<file path="config.mk">
export PLATFORM = sky130hd
export DESIGN_NAME = mult_seq_flat
export DESIGN_NICKNAME = d
export VERILOG_FILES = /design/src/rtl/mult_seq_pkg.sv /design/src/rtl/mult_seq_if.sv /design/src/rtl/mult_seq.sv /design/src/flat_wrapper.sv
export SDC_FILE = /design/constraint.sdc
export NUM_CORES = 1
export LEC_CHECK = 0
export CORE_MARGIN = 3
export CORE_UTILIZATION = 48
export CTS_BUF_LIST = sky130_fd_sc_hd__clkbuf_8
export DETAILED_ROUTE_END_ITERATION = 8
export GPL_TIMING_DRIVEN = 0
export PLACE_DENSITY_LB_ADDON = 0.3
export SYNTH_ARGS = -nofsm -noshare
export SYNTH_HDL_FRONTEND = slang
export SYNTH_SLANG_ARGS = --single-unit
export TNS_END_PERCENT = 1
</file>
<file path="constraint.sdc">
create_clock -name clk_i -period 11.7 [get_ports clk_i]
set_clock_uncertainty 0.15 [all_clocks]
set_input_delay 2.34 -clock clk_i [delete_from_list [all_inputs] [get_ports clk_i]]
set_output_delay 2.34 -clock clk_i [all_outputs]
set_load 0.03 [all_outputs]
</file>
<file path="src/rtl/mult_seq_pkg.sv">
// Shared types and helpers for the iterative shift-add multiplier.
package mult_seq_pkg;

  typedef enum logic [1:0] {
    IDLE = 2'd0,
    RUN  = 2'd1,
    DONE = 2'd2
  } state_t;

  // Widest operand abs_val can handle; operands are zero-extended to this.
  localparam int unsigned ABS_MAX_WIDTH = 64;

  // Counter width for the default 32-bit configuration.
  localparam int unsigned DEFAULT_DATA_WIDTH = 32;
  localparam int unsigned DEFAULT_CNT_WIDTH  = $clog2(DEFAULT_DATA_WIDTH + 1);

  // Counter must hold the value DATA_WIDTH itself.
  function automatic int cnt_width(input int dw);
    return $clog2(dw + 1);
  endfunction

  // Conditional two's-complement magnitude. The caller keeps only its low
  // operand-width bits, and -v modulo 2^w is the magnitude we need, so the
  // most-negative value maps to 2^(w-1) with no special case.
  function automatic logic [ABS_MAX_WIDTH-1:0] abs_val(
    input logic [ABS_MAX_WIDTH-1:0] v,
    input logic                     negate
  );
    return negate ? (~v + 1'b1) : v;
  endfunction

endpackage

</file>
<file path="src/rtl/mult_seq_if.sv">
// Request/result bundle between the multiplier and its user.
interface mult_seq_if #(
  parameter int DATA_WIDTH = 32
);
  logic                  start_i;
  logic                  signed_i;
  logic [DATA_WIDTH-1:0] a_i;
  logic [DATA_WIDTH-1:0] b_i;
  logic                  busy_o;
  logic                  done_o;
  logic [DATA_WIDTH-1:0] product_hi_o;
  logic [DATA_WIDTH-1:0] product_lo_o;

  modport master (
    output start_i, signed_i, a_i, b_i,
    input  busy_o, done_o, product_hi_o, product_lo_o
  );

  modport slave (
    input  start_i, signed_i, a_i, b_i,
    output busy_o, done_o, product_hi_o, product_lo_o
  );
endinterface

</file>
<file path="src/rtl/mult_seq.sv">
// Iterative shift-add multiplier: one partial product per cycle, signed
// operands handled by multiplying magnitudes and negating the result.
// DATA_WIDTH must be between 2 and ABS_MAX_WIDTH.
module mult_seq
  import mult_seq_pkg::*;
#(
  parameter int DATA_WIDTH = 32
) (
  input  logic       clk_i,
  input  logic       rst_i,
  mult_seq_if.slave  bus
);

  localparam int                   CNT_WIDTH = cnt_width(DATA_WIDTH);
  localparam logic [CNT_WIDTH-1:0] CNT_LOAD  = CNT_WIDTH'(DATA_WIDTH);
  localparam logic [CNT_WIDTH-1:0] CNT_LAST  = CNT_WIDTH'(1);

  state_t                  state_reg, state_next;
  logic [DATA_WIDTH-1:0]   mcand_reg, mcand_next;
  logic [DATA_WIDTH-1:0]   mplier_reg, mplier_next;   // low half of the shift chain
  logic [DATA_WIDTH-1:0]   acc_reg, acc_next;         // high half of the shift chain
  logic [CNT_WIDTH-1:0]    cnt_reg, cnt_next;
  logic                    neg_reg, neg_next;
  logic [2*DATA_WIDTH-1:0] prod_reg, prod_next;

  logic [DATA_WIDTH:0]     sum;                       // accumulator plus carry
  logic [2*DATA_WIDTH-1:0] shifted;
  logic [2*DATA_WIDTH-1:0] final_prod;
  logic [DATA_WIDTH-1:0]   mag_a, mag_b;
  logic                    a_neg, b_neg;

  // Next-state, datapath step and operand capture.
  always_comb begin
    state_next  = state_reg;
    mcand_next  = mcand_reg;
    mplier_next = mplier_reg;
    acc_next    = acc_reg;
    cnt_next    = cnt_reg;
    neg_next    = neg_reg;
    prod_next   = prod_reg;

    a_neg = bus.signed_i & bus.a_i[DATA_WIDTH-1];
    b_neg = bus.signed_i & bus.b_i[DATA_WIDTH-1];
    mag_a = DATA_WIDTH'(abs_val(ABS_MAX_WIDTH'(bus.a_i), a_neg));
    mag_b = DATA_WIDTH'(abs_val(ABS_MAX_WIDTH'(bus.b_i), b_neg));

    // Add the multiplicand when the multiplier LSB is set, then shift the
    // {carry, acc, multiplier} chain right by one.
    sum        = {1'b0, acc_reg} + (mplier_reg[0] ? {1'b0, mcand_reg} : '0);
    shifted    = {sum[DATA_WIDTH:1], sum[0], mplier_reg[DATA_WIDTH-1:1]};
    final_prod = neg_reg ? (~shifted + 1'b1) : shifted;

    unique case (state_reg)
      IDLE: begin
        if (bus.start_i) begin
          state_next  = RUN;
          mcand_next  = mag_a;
          mplier_next = mag_b;
          neg_next    = a_neg ^ b_neg;
          acc_next    = '0;
          cnt_next    = CNT_LOAD;
        end
      end
      RUN: begin
        acc_next    = shifted[2*DATA_WIDTH-1:DATA_WIDTH];
        mplier_next = shifted[DATA_WIDTH-1:0];
        cnt_next    = cnt_reg - 1'b1;
        // Products are loaded on the edge that enters DONE so they are
        // valid for the whole cycle in which done_o is high.
        if (cnt_reg == CNT_LAST) begin
          state_next = DONE;
          prod_next  = final_prod;
        end
      end
      DONE: begin
        state_next = IDLE;
      end
      default: begin
        state_next = IDLE;
      end
    endcase
  end

  // State and datapath registers with synchronous active-low reset.
  always_ff @(posedge clk_i) begin
    if (!rst_i) begin
      state_reg  <= IDLE;
      mcand_reg  <= '0;
      mplier_reg <= '0;
      acc_reg    <= '0;
      cnt_reg    <= '0;
      neg_reg    <= 1'b0;
      prod_reg   <= '0;
    end else begin
      state_reg  <= state_next;
      mcand_reg  <= mcand_next;
      mplier_reg <= mplier_next;
      acc_reg    <= acc_next;
      cnt_reg    <= cnt_next;
      neg_reg    <= neg_next;
      prod_reg   <= prod_next;
    end
  end

  // Status decoded from the registered state only.
  assign bus.busy_o       = (state_reg != IDLE);
  assign bus.done_o       = (state_reg == DONE);
  assign bus.product_hi_o = prod_reg[2*DATA_WIDTH-1:DATA_WIDTH];
  assign bus.product_lo_o = prod_reg[DATA_WIDTH-1:0];

endmodule
</file>
<file path="src/flat_wrapper.sv">
// flat-port wrapper written by rule: the top's interface ports become plain ports
module mult_seq_flat import mult_seq_pkg::*;
#(
  parameter int DATA_WIDTH = 32
)
  (clk_i, rst_i, bus_start_i, bus_signed_i, bus_a_i, bus_b_i, bus_busy_o, bus_done_o, bus_product_hi_o, bus_product_lo_o);
  mult_seq_if #(.DATA_WIDTH(DATA_WIDTH)) bus_i ();
  input  logic clk_i;
  input  logic rst_i;
  input wire logic [$bits(bus_i.start_i)-1:0] bus_start_i;
  input wire logic [$bits(bus_i.signed_i)-1:0] bus_signed_i;
  input wire logic [$bits(bus_i.a_i)-1:0] bus_a_i;
  input wire logic [$bits(bus_i.b_i)-1:0] bus_b_i;
  output wire logic [$bits(bus_i.busy_o)-1:0] bus_busy_o;
  output wire logic [$bits(bus_i.done_o)-1:0] bus_done_o;
  output wire logic [$bits(bus_i.product_hi_o)-1:0] bus_product_hi_o;
  output wire logic [$bits(bus_i.product_lo_o)-1:0] bus_product_lo_o;
  assign bus_i.start_i = bus_start_i;
  assign bus_i.signed_i = bus_signed_i;
  assign bus_i.a_i = bus_a_i;
  assign bus_i.b_i = bus_b_i;
  assign bus_busy_o = bus_i.busy_o;
  assign bus_done_o = bus_i.done_o;
  assign bus_product_hi_o = bus_i.product_hi_o;
  assign bus_product_lo_o = bus_i.product_lo_o;
  mult_seq #(.DATA_WIDTH(DATA_WIDTH)) u_core (.clk_i(clk_i), .rst_i(rst_i), .bus(bus_i));
endmodule
</file>
==> results.ini, run 1 <==
[worst_setup_path]
r2r_slack_ns=6.49
crit_top_cell=clkbuf_1
critPathLaunchType=flop
worstPathCellList=clkbuf_1, and2_1, ha_1, clkbuf_1, a21oi_1, o221a_2, o21ai_1, and3_1, nor4_1, or3_1, or3_1, clkbuf_1, o21ai_1, xnor2_1, a211oi_1
cp-end-kind=flop
worst-r2r-cell-count=15
crit_required_ns=11.88
cp_max_fo=10
max_stage_delay_ns=1.14
worstSetupPathType=reg2reg
arrival_ns=5.39
cpMaxStageDelayCell=nor4_1

[finish]
largest_reg_flops=64
layout-drive-gt1-share_pct=3.41
fillers=2069
num_antenna_cells=0
fin_cells=1865
layout_common_cells=169 x dfxtp_1, 157 x nor2_1, 138 x nand2_1
ff_latch_area_mm2=0.00338
nNetsFinal=1678
syn_to_final_growth_pct=19.1
final_common_cell=dfxtp_1
multi_input_area_mm2=0.00708

[routing]
ant_nets=0
vias=11300
drtIter0Drc=1094
dr.pass1.iters=5
wirelength_um=35400
via_per_inst=6.07
drc=0
wl_per_cell_um=19.0

[clock_tree]
clk_path_buf_depth=2
cts_root_buf=clkbuf_8
cts_tree=built
post-cts-setup-buffers=0
numCtsBuffers=17
clkSinkCount=169
clk_pin_slew_ns=0.10
postCtsHoldBufs=0
clk-insertion-delay-late_ns=0.48
cts_resized=0
cts-htree-levels=4

[grt]
grt_max_degree=18
grt_pass1_vias=10200
globalRouteOverflowTotal=0
antenna_found_initial=0
grt_pass1_wl_um=54500
grt.total_usage_pct=27.9

[floorplan]
rows=54
num_io_pins=134
die_x_um=157
die_area_mm2=0.0247
chipHeight_um=157
core-area_mm2=0.0221
start_util_pct=49.5

[yosys]
syn_nets=1528
synth_cells=1422
synth-edff-count=0
netlist_area_mm2=0.0109
yosysWarnings=0
synth_cell_type_count=73
yosysSeqAreaShare_pct=30.9
syn_avg_cell_area_um2=7.70
synthArstFlopShare_pct=0
ys_ff_latch=169
synth-main-ff-cell=dfxtp_1

[timing]
max_freq_mhz=192
finalHoldViolations=0
timing.setup.tns_ns=0
max_slew_margin_pct=6.76
rsz0062_at_grt=false
post-route-period-util_pct=44.5
period_needed_ns=5.21
finalSetupViolations=0
worst_pin_slew_ns=1.39
slew_viol_final=0

[place]
hpwl_um=27400
io_buffers=131
place_congestion=0.973
dp_cells=1833

[pwr]
leakage_nw=4.75
power_density_mw_per_mm2=106
ir_drop_mv=0.0846

[worst_hold_path]
whs_path_depth=2
hp-class=reg2reg

[status]
status=completed

[run]
drv_cap=0

==> where the power goes <==
part | switching (W) | internal, W | total [W] | leakage [nW]
clock | 0.000252 | 0.000205 | 0.000457 | 0.211
sequential | 0.0000253 | 0.000604 | 0.000629 | 1.38
combinational | 0.000183 | 0.000111 | 0.000294 | 3.16
total | 0.000461 | 0.000919 | 0.00138 | 4.75
==> critical path: cells and delay by family, from the launching register on <==
family	cells	cell delay, ns
fa+ha+maj	1	0.24
compound gates	5	1.11
flops	1	0.46
xor+xnor	1	0.32
simple gates	5	2.00
buf+inv	3	0.76
==> final cells by class <==
class,instances,area share [%]
multi-input cells,1128,54.3
flip-flops and latches,169,26.0
repair buffers,131,10.1
plain buffers,97,2.88
well taps,280,2.69
clock buffers,18,1.90
clock inverters,14,1.35
inverters,28,0.807
==> worst paths after layout <==
path,endpoint,startpoint
setup / recovery,u_core.prod_reg[54],u_core.mplier_reg[0]
hold / removal,u_core.prod_reg[49],u_core.prod_reg[49]
setup reg to reg,u_core.prod_reg[54],u_core.mplier_reg[0]
hold reg to reg,u_core.prod_reg[49],u_core.prod_reg[49]
==> logic make-up (layout without fill, tap and decap cells) <==
logic type / Yosys count / count (layout) / synth area share [%]
AO/OA/AOI/OAI: 435 / 435 / 26.3
buffers and inverters: 125 / 288 / 4.39
AND/OR/NAND/NOR: 519 / 519 / 23.0
multiplexers: 9 / 9 / 0.823
flip-flops: 169 / 169 / 30.9
XOR/XNOR: 127 / 127 / 10.2
adder cells (fa/ha/maj): 38 / 38 / 4.41
==> stage by stage <==
| step | power (W) | cell area [um^2] | setup slack, ns | utilization, % | hold WS (ns) |
|---|---|---|---|---|---|
| 3_3_place_gp | 0.000923 | 12600 | 6.16 | 57.1 | 0.289 |
| 2_1_floorplan | 0.000821 | 10900 | 7.06 | - | 0.282 |
| 3_5_place_dp | 0.000929 | 12600 | 6.15 | 57.1 | 0.294 |
| 4_1_cts | 0.00138 | 13000 | 6.62 | 59.0 | 0.308 |
| 5_1_grt | 0.00143 | 13000 | 6.19 | 59.0 | 0.332 |
| 6_report | 0.00138 | 13000 | 6.49 | 59.0 | 0.306 |
==> cell usage after synthesis (25+ instances only) <==
| cell type | number | area (um^2) |
|---|---|---|
| and2_1 | 44 | 275 |
| nor2_1 | 157 | 589 |
| xnor2_1 | 49 | 429 |
| nand3_1 | 46 | 230 |
| a22oi_1 | 30 | 225 |
| xor2_1 | 78 | 683 |
| dfxtp_1 | 169 | 3380 |
| o21ai_0 | 59 | 295 |
| a211oi_1 | 78 | 586 |
| clkbuf_1 | 85 | 319 |
| nor3_1 | 25 | 125 |
| ha_1 | 37 | 463 |
| a21oi_1 | 131 | 656 |
| inv_1 | 26 | 97.6 |
| nand2_1 | 138 | 518 |
==> routing by layer <==
layer	GRT usage [%]	share of wire, %	vias up
met5	0	0	-
met4	7.92	1.9	0
met3	4.62	8.6	49
met2	43.0	44	507
met1	40.1	45	5305
li1	-	-	5457
Note: power is estimated with default switching activity, not from simulation.
==> run 2, diff against run 1 <==
- clock period: 11.7 -> 4.98 ns (I/O delays scaled with it)
==> results.ini, run 2 (synthesis gave the netlist of run 1 again) <==
[status]
status=completed

[pwr]
leakage_nw=4.76
finalPower_w=0.00324
power_density_mw_per_mm2=248
ir_drop_mv=0.198

[floorplan]
num_io_pins=134
die_x_um=157
die_area_mm2=0.0247
chipHeight_um=157
rows=54
core-area_mm2=0.0221
start_util_pct=49.5

[clock_tree]
numCtsBuffers=17
clkSinkCount=169
clk_path_buf_depth=2
cts_root_buf=clkbuf_8
cts_tree=built
cts-htree-levels=4
clk_pin_slew_ns=0.10
clk-insertion-delay-late_ns=0.48
postCtsHoldBufs=0

[finish]
fin_cells=1864
num_antenna_cells=0
largest_reg_flops=64
syn_to_final_growth_pct=19.4
nNetsFinal=1677
layout_common_cells=169 x dfxtp_1, 157 x nor2_1, 138 x nand2_1
layout-drive-gt1-share_pct=3.85
final_common_cell=dfxtp_1

[grt]
grt_max_degree=18
grt.total_usage_pct=27.9
grt_pass1_wl_um=54500
globalRouteOverflowTotal=0
grt_pass1_vias=10200
antenna_found_initial=0

[place]
place_congestion=0.973
hpwl_um=27400
dp_cells=1833
io_buffers=131

[timing]
rsz0062_at_grt=false
period_needed_ns=4.83
worst_pin_slew_ns=1.27
finalHoldViolations=0
max_freq_mhz=207
post-route-period-util_pct=96.9
finalSetupViolations=0
slew_viol_final=0
max_slew_margin_pct=14.7

[routing]
wl_per_cell_um=19.0
dr.pass1.iters=5
ant_nets=0
via_per_inst=6.06
vias=11300
drc=0
wirelength_um=35400
drtIter0Drc=1108

[worst_setup_path]
crit_required_ns=5.15
critPathLaunchType=flop
cp-end-kind=flop
cp_max_fo=10
worstSetupPathType=reg2reg
arrival_ns=5.00

[worst_hold_path]
hp-class=reg2reg

[run]
drv_cap=0

==> run 2: area by class of cell <==
cell class	instances	area, um^2
Buffer	94	367
Clock buffer	18	248
Clock inverter	14	176
Fill cell	2070	9030
Inverter	28	105
Multi-Input combinational cell	1128	7110
Sequential cell	169	3380
Tap cell	280	350
Timing Repair Buffer	133	1330
==> run 2: critical path, cell delays in order, from the launching register on <==
cell and delay, ns:
dfxtp_1 0.38, clkbuf_2 0.20, and2_1 0.24, ha_1 0.23, fa_1 0.43, a21o_1 0.23, a211oi_1 0.37, o31a_1 0.38
o21bai_1 0.13, xor2_1 0.26, or3_1 0.43, or3_1 0.38, clkbuf_1 0.19, o31ai_1 0.32, xor2_1 0.26, a211oi_1 0.11
==> run 2: where the power goes <==
group          leakage (nW)  total [W]  switching, W  internal [W]
registers              1.38    0.00148     0.0000596       0.00142
clock network         0.211    0.00107      0.000591      0.000481
logic                  3.18   0.000691      0.000431      0.000261
==> run 2: metal layers <==
| layer | share of wire [%] | track usage [%] |
|---|---|---|
| met5 | 0 | 0 |
| met4 | 1.9 | 7.92 |
| met3 | 8.0 | 4.62 |
| met2 | 45 | 43.0 |
| met1 | 45 | 40.1 |
==> run 2: through the flow <==
step	setup slack (ns)	utilization (%)	instance area [um^2]	setup TNS (ns)	hold WS, ns
floorplan	0.996	-	10900	0	0.282
CTS	0.197	59.0	13000	0	0.308
global placement	-0.0348	57.1	12600	-0.0348	0.289
global route	0.0236	59.1	13100	0	0.332
finish	0.154	59.1	13100	0	0.308
detailed placement	-0.0705	57.1	12600	-0.159	0.294
==> run 2: what timing repair did <==
action	4_1_cts	5_1_grt
setup buffers	0	2
gates resized for setup	1	8
hold endpoints to repair	0	0
setup endpoints to repair	4	9
pin swaps	0	1
==> run 2: path summary, 6_finish.rpt <==
check | depth (start not counted) | start | endpoint | slack, ns
worst max-delay path | 15 | u_core.mplier_reg[0] | u_core.prod_reg[58] | 0.15
worst min-delay path | 2 | u_core.prod_reg[49] | u_core.prod_reg[49] | 0.31
worst max register to register | 15 | u_core.mplier_reg[0] | u_core.prod_reg[58] | 0.15
worst min register to register | 2 | u_core.prod_reg[49] | u_core.prod_reg[49] | 0.31
